<file path="src/rtl/prng_pkg.sv">
// prng_pkg: shared types and constants for the PRNG read-collector slice
package prng_pkg;
  localparam int WORD_W = 32;
  localparam int MAX_N = 1000;
  typedef enum logic [2:0] {IDLE, WAIT_WR, READ, DRAIN, TERM, DONE} state_e;
endpackage

</file>
<file path="src/rtl/prng_read_collector_if.sv">
// prng_read_collector_if: 32-bit valid/ready output stream with last marker
interface prng_read_collector_if;
  import prng_pkg::*;
  logic [WORD_W-1:0] m_data;
  logic m_valid;
  logic m_ready;
  logic m_last;
  modport master (output m_data, m_valid, m_last, input m_ready);
  modport slave (input m_data, m_valid, m_last, output m_ready);
endinterface

</file>
<file path="src/rtl/prng_pair_fifo.sv">
// prng_pair_fifo: first-word-fall-through sync FIFO with a 1- or 2-word push and 1-word pop
module prng_pair_fifo #(
  parameter int DEPTH = 16,
  parameter int W = 32
) (
  input  logic clk,
  input  logic Reset,
  input  logic push,
  input  logic push2,
  input  logic [W-1:0] d0,
  input  logic [W-1:0] d1,
  input  logic pop,
  output logic [W-1:0] q,
  output logic empty,
  output logic [$clog2(DEPTH):0] free
);
  localparam int AW = $clog2(DEPTH);
  localparam int CW = AW + 1;
  logic [W-1:0] mem [DEPTH];
  logic [AW-1:0] wp, rp;
  logic [CW-1:0] cnt, nw;
  logic rd;
  assign nw = CW'(push) + CW'(push && push2);
  assign rd = pop && !empty;
  assign empty = cnt == '0;
  assign q = mem[rp];
  assign free = CW'(DEPTH) - cnt;
  always_ff @(posedge clk) begin
    if (push) mem[wp] <= d0;
    if (push && push2) mem[wp + AW'(1)] <= d1;
  end
  always_ff @(posedge clk) begin
    if (Reset) begin
      wp <= '0;
      rp <= '0;
      cnt <= '0;
    end else begin
      wp <= wp + AW'(nw);
      rp <= rp + AW'(rd);
      cnt <= cnt + nw - CW'(rd);
    end
  end
  // the upstream credit rule must keep every push within the free space
  always_ff @(posedge clk) assert (Reset || free >= nw);
endmodule

</file>
<file path="src/rtl/prng_read_collector.sv">
// prng_read_collector: requests paired BRAM reads after PRNG write-back and streams them with a running XOR checksum
module prng_read_collector
  import prng_pkg::*;
#(
  parameter int READ_LAT = 2,
  parameter int FIFO_DEPTH = 16,
  parameter int CNT_W = 32
) (
  input  logic clk,
  input  logic Reset,
  input  logic [CNT_W-1:0] n,
  input  logic prngDone,
  input  logic busy,
  input  logic [WORD_W-1:0] readA,
  input  logic [WORD_W-1:0] readB,
  output logic readRqst,
  output logic done,
  output logic [WORD_W-1:0] checksum,
  prng_read_collector_if.master m
);
  localparam int CW = $clog2(FIFO_DEPTH) + 1;
  state_e st, st_nx;
  logic [CNT_W-1:0] n_q, issued, captured, sent, pairs, outst;
  logic [READ_LAT-1:0] lat;
  logic [CW-1:0] free;
  logic pd_q, seen_busy, issue, cap, two, empty, xfer;
  assign pairs = n_q - (n_q >> 1);
  assign outst = issued - captured;
  assign cap = lat[READ_LAT-1];
  // odd n: the final pair's port-A word repeats index h and is dropped
  assign two = !(n_q[0] && captured == pairs - CNT_W'(1));
  assign m.m_valid = !empty;
  assign m.m_last = m.m_valid && sent == n_q - CNT_W'(1);
  assign xfer = m.m_valid && m.m_ready;
  assign done = st == DONE;
  prng_pair_fifo #(.DEPTH(FIFO_DEPTH), .W(WORD_W)) u_fifo (
    .clk(clk),
    .Reset(Reset),
    .push(cap),
    .push2(two),
    .d0(two ? readA : readB),
    .d1(readB),
    .pop(xfer),
    .q(m.m_data),
    .empty(empty),
    .free(free)
  );
  always_comb begin
    st_nx = st;
    issue = 1'b0;
    case (st)
      IDLE: if (prngDone && !pd_q) st_nx = n == '0 ? TERM : WAIT_WR;
      WAIT_WR: if (seen_busy && !busy && prngDone) st_nx = READ;
      READ: begin
        issue = issued != pairs && CNT_W'(free) >= (outst << 1) + CNT_W'(2);
        st_nx = issued == pairs ? DRAIN : READ;
      end
      DRAIN: if (captured == pairs) st_nx = TERM;
      TERM: st_nx = DONE;
      default: st_nx = st;
    endcase
    readRqst = issue || st == TERM;
  end
  always_ff @(posedge clk) begin
    if (Reset) begin
      st <= IDLE;
      n_q <= '0;
      issued <= '0;
      captured <= '0;
      sent <= '0;
      lat <= '0;
      pd_q <= 1'b0;
      seen_busy <= 1'b0;
      checksum <= '0;
    end else begin
      st <= st_nx;
      pd_q <= prngDone;
      if (st == IDLE && prngDone && !pd_q) n_q <= n;
      seen_busy <= st == WAIT_WR && (seen_busy || busy);
      issued <= issued + CNT_W'(issue);
      captured <= captured + CNT_W'(cap);
      lat <= READ_LAT'({lat, issue});
      if (xfer) begin
        sent <= sent + CNT_W'(1);
        checksum <= checksum ^ m.m_data;
      end
    end
  end
endmodule

</file>
<file path="src/flat_wrapper.sv">
// flat-port wrapper written by rule: the top's interface ports become plain ports
module prng_read_collector_flat import prng_pkg::*;
#(
  parameter int READ_LAT = 2,
  parameter int FIFO_DEPTH = 16,
  parameter int CNT_W = 32
)
  (clk, Reset, n, prngDone, busy, readA, readB, readRqst, done, checksum, m_m_data, m_m_valid, m_m_last, m_m_ready);
  prng_read_collector_if m_i ();
  input  logic clk;
  input  logic Reset;
  input  logic [CNT_W-1:0] n;
  input  logic prngDone;
  input  logic busy;
  input  logic [WORD_W-1:0] readA;
  input  logic [WORD_W-1:0] readB;
  output logic readRqst;
  output logic done;
  output logic [WORD_W-1:0] checksum;
  output wire logic [$bits(m_i.m_data)-1:0] m_m_data;
  output wire logic [$bits(m_i.m_valid)-1:0] m_m_valid;
  output wire logic [$bits(m_i.m_last)-1:0] m_m_last;
  input wire logic [$bits(m_i.m_ready)-1:0] m_m_ready;
  assign m_m_data = m_i.m_data;
  assign m_m_valid = m_i.m_valid;
  assign m_m_last = m_i.m_last;
  assign m_i.m_ready = m_m_ready;
  prng_read_collector #(.READ_LAT(READ_LAT), .FIFO_DEPTH(FIFO_DEPTH), .CNT_W(CNT_W)) u_core (.clk(clk), .Reset(Reset), .n(n), .prngDone(prngDone), .busy(busy), .readA(readA), .readB(readB), .readRqst(readRqst), .done(done), .checksum(checksum), .m(m_i));
endmodule
</file>
<file path="config.mk">
export PLATFORM = sky130hd
export DESIGN_NAME = prng_read_collector_flat
export DESIGN_NICKNAME = d
export VERILOG_FILES = /design/src/rtl/prng_pkg.sv /design/src/rtl/prng_read_collector_if.sv /design/src/rtl/prng_pair_fifo.sv /design/src/rtl/prng_read_collector.sv /design/src/flat_wrapper.sv
export SDC_FILE = /design/constraint.sdc
export NUM_CORES = 2
export LEC_CHECK = 0
export ABC_CLOCK_PERIOD_IN_PS = 14450
export CAP_MARGIN = 40
export CORE_MARGIN = 3
export CORE_UTILIZATION = 65
export DETAILED_ROUTE_END_ITERATION = 6
export PLACE_DENSITY_LB_ADDON = 0.12
export SYNTH_ARGS = -nofsm -noshare
export SYNTH_HDL_FRONTEND = slang
export SYNTH_SLANG_ARGS = --single-unit
</file>
<file path="constraint.sdc">
create_clock -name clk -period 14.45 [get_ports clk]
set_clock_uncertainty 0.1 [all_clocks]
set_input_delay 2.89 -clock clk [delete_from_list [all_inputs] [get_ports clk]]
set_output_delay 2.89 -clock clk [all_outputs]
set_load 0.005 [all_outputs]
</file>
==> impl_metrics.csv <==
group,metric,value,unit
power_and_ir_drop,vdd_ir_drop_max,126,µV
detailed_routing,post_drt_via_cell_ratio,6.93,
layout,nets,4814,
layout,final_cell_mix,"nand2_1 (1242), o211ai_1 (525), edfxtp_1 (512), nor2_1 (227), xnor2_1 (182)",
die,initial_core_util,65.8,%
global_routing,use_met2,63.7,%
worst_setup_path,crit_path_end_kind,"output port",
worst_setup_path,cp-start-kind,"register",
die,die_area,71400,µm²
die,die_w,267,µm
global_routing,grt_usage,40.4,%
die,core,67400,µm²
place,dpl.hpwl,87300,µm
synth,yosys_warnings,0,
clock_network,holdBufCountCts,0,
synth,synth_top_cell_area_share,34.6,%
clock_network,htree_levels,3,
worst_setup_path,worst-setup-path-type,"register to output port",
layout,final_common_cell,"nand2_1",
timing,final.setup.tns,0,ns
detailed_routing,ant_nets,0,
global_routing,busiest_layer,"met2",
synth,synth_nets,4930,
synth,yosys.area.top_type,"edfxtp_1",
die,die_h,267,µm
layout,area_growth,10.0,%
global_routing,grt_pass1_vias,36700,
detailed_routing,wl_per_cell,26.4,µm
power_and_ir_drop,powerDensity,142,nW/µm²
synth,synth_edf_count,512,
timing,finalHoldViolations,0,
timing,whs,0.358,ns
detailed_routing,drtIter0Drc,6136,
detailed_routing,wl,146000,µm
global_routing,antenna_found_initial,10,
synth,synth_seq_cells,692,
global_routing,use_met3,10.8,%
clock_network,cts_buffer_depth,3,
power_and_ir_drop,leakagePower,17.0,nW
timing,finalMaxSlewViolations,0,
global_routing,gr-total-overflow,0,
clock_network,cts_setup_buffers,0,
timing,post-route-period-util,62.2,%
timing,fin_crit,8.98,ns
place,place_congestion,0.990,
timing,rsz0062_at_grt,"false",
synth,synth_cell_types,96,
outcome,status,"finished, violations left",
synth,synth_flop_cell,"edfxtp_1",
synth,synth.avg_cell_area,9.42,µm²
worst_setup_path,required,11.46,ns
timing,slew_headroom,33.3,%
die,rows,95,
layout,layout-drive-gt1-share,9.97,%
clock_network,clkTransAtPathRegs,0.06,ns
clock_network,clock_latency,0.65,ns
synth,synthCells,4709,
clock_network,cts_sinks,692,
timing,worst_slew_pin_slew,1.00,ns
clock_network,cts_resized,0,
synth,ys_async_sr_fraction,0,%
job,cap_violations,0,
synth,syn_area,44400,µm²
clock_network,cts_tree,"yes",
worst_setup_path,cp.arrival,5.99,ns
synth,synthTopCellsByArea,"edfxtp_1 (35%), nand2_1 (11%), o211ai_1 (8.9%)",
place,portBuffers,168,
timing,fmax,111,MHz
clock_network,numCtsBuffers,75,
detailed_routing,drc,3,
global_routing,grt_max_degree,198,
timing,setup_violations,0,
die,io_pins,169,
worst_hold_path,holdCritPathClass,"register to register",
detailed_routing,dr_total_vias,38400,
outcome,failed_checks,"design-rule violations",
clock_network,cts_root_buffer,"clkbuf_16",
global_routing,grt.met1_usage,51.0,%
global_routing,grt_pass1_wl,219000,µm
worst_setup_path,critPathMaxFanout,10,
detailed_routing,first_pass_iters,7,
synth,yosysSeqAreaShare,42.8,%
[cells by family (layout without fill, tap and decap cells)]
| family | after synthesis | after routing | synth area share, % |
|---|---|---|---|
| XOR/XNOR | 300 | 300 | 6.03 |
| other | 0 | 7 | 0 |
| adder cells (fa/ha/maj) | 120 | 120 | 3.45 |
| multiplexers | 169 | 169 | 8.33 |
| AND/OR/NAND/NOR | 1957 | 1957 | 19.5 |
| AO/OA/AOI/OAI | 904 | 904 | 14.6 |
| flip-flops | 692 | 692 | 42.8 |
| buffers and inverters | 567 | 512 | 5.40 |
[where the power goes]
group | switching (mW) | internal, mW
registers | 0.110 | 2.21
clock network | 0.839 | 1.14
logic | 1.49 | 1.15
total | 2.43 | 4.50
[final timing paths]
kind | cells after the start | start | endpoint | slack [ns]
setup / recovery | 15 | u_core.captured[2] | readRqst | 5.47
hold / removal | 1 | u_core.lat[0] | u_core.lat[1] | 0.36
setup reg to reg | 21 | u_core.n_q[0] | u_core.u_fifo.mem[12][26] | 6.42
hold reg to reg | 1 | u_core.lat[0] | u_core.lat[1] | 0.36
[flip-flops by register name, summed over array words and instances (netlist names)]
| signal | flops |
|---|---|
| u_core.lat | 2 |
| u_core.sent | 32 |
| u_core.st | 3 |
| u_core.n_q | 32 |
| u_core.captured | 32 |
| u_core.checksum | 32 |
| u_core.u_fifo.cnt | 5 |
| u_core.u_fifo.wp | 4 |
| u_core.u_fifo.mem | 512 |
| u_core.u_fifo.rp | 4 |
| u_core.issued | 32 |
| u_core.seen_busy | 1 |
| u_core.pd_q | 1 |
[cells in the mapped netlist (13+ instances only)]
cell type and count:
or3_1 19, nor2b_1 35, dfxtp_1 180, nor4_1 43, and4_1 13, and3_1 34, nand4_1 49, buf_2 36
xor2_1 114, nand3_1 100, a21oi_1 116, edfxtp_1 512, o211ai_1 525, ha_1 116, nand2b_1 17, inv_1 128
nor3_1 63, a21o_1 47, nor2_1 239, and2_1 19, o21ai_0 63, clkbuf_1 305, o31ai_1 18, buf_4 50
nand2_1 1254, mux4_2 160, xnor2_1 182, a31oi_1 15, nand3_2 15, buf_1 42
[through the flow]
| stage | util (%) | power [mW] | std cells | cell area [µm²] | setup slack (ns) |
|---|---|---|---|---|---|
| 2_1_floorplan | - | 4.21 | 4709 | 44400 | 7.47 |
| 3_3_place_gp | 68.5 | 4.92 | 5383 | 46200 | 6.32 |
| 3_5_place_dp | 68.7 | 4.95 | 5389 | 46300 | 6.22 |
| 4_1_cts | 72.4 | 6.91 | 5527 | 48800 | 5.52 |
| 5_1_grt | 72.4 | 7.23 | 5532 | 48800 | 4.94 |
| 6_report | 72.5 | 6.93 | 5534 | 48800 | 5.47 |
[routing by layer]
layer,up-vias,part of all wire (%)
met3,634,14
met2,2882,46
met5,-,0.0075
li1,16700,-
met1,18100,34
met4,2,6.4
[area by class of cell]
cell class / instances / area (µm²)
well taps: 873 / 1090
fillers: 4885 / 18600
repair buffers: 244 / 2370
clock buffers: 114 / 2180
clock inverters: 24 / 332
inverters: 130 / 488
multi-input cells: 3450 / 23400
flip-flops and latches: 692 / 19000
diodes: 7 / 17.5
[critical path, cell delays in order, from the launching register on]
cell and delay (ns):
dfxtp_1 0.54, inv_1 0.11, ha_1 0.36, a21o_1 0.17, a221oi_1 0.12, o31a_1 0.36
o31ai_1 0.57, xor2_1 0.36, nand4_1 0.25, or3b_2 0.54, nor2_1 0.26, nand2_1 0.15
a2111oi_0 0.46, nand4_1 0.43, nand2_1 0.15, clkdlybuf4s50_1 0.51
Power figures use the tool's default switching activity.
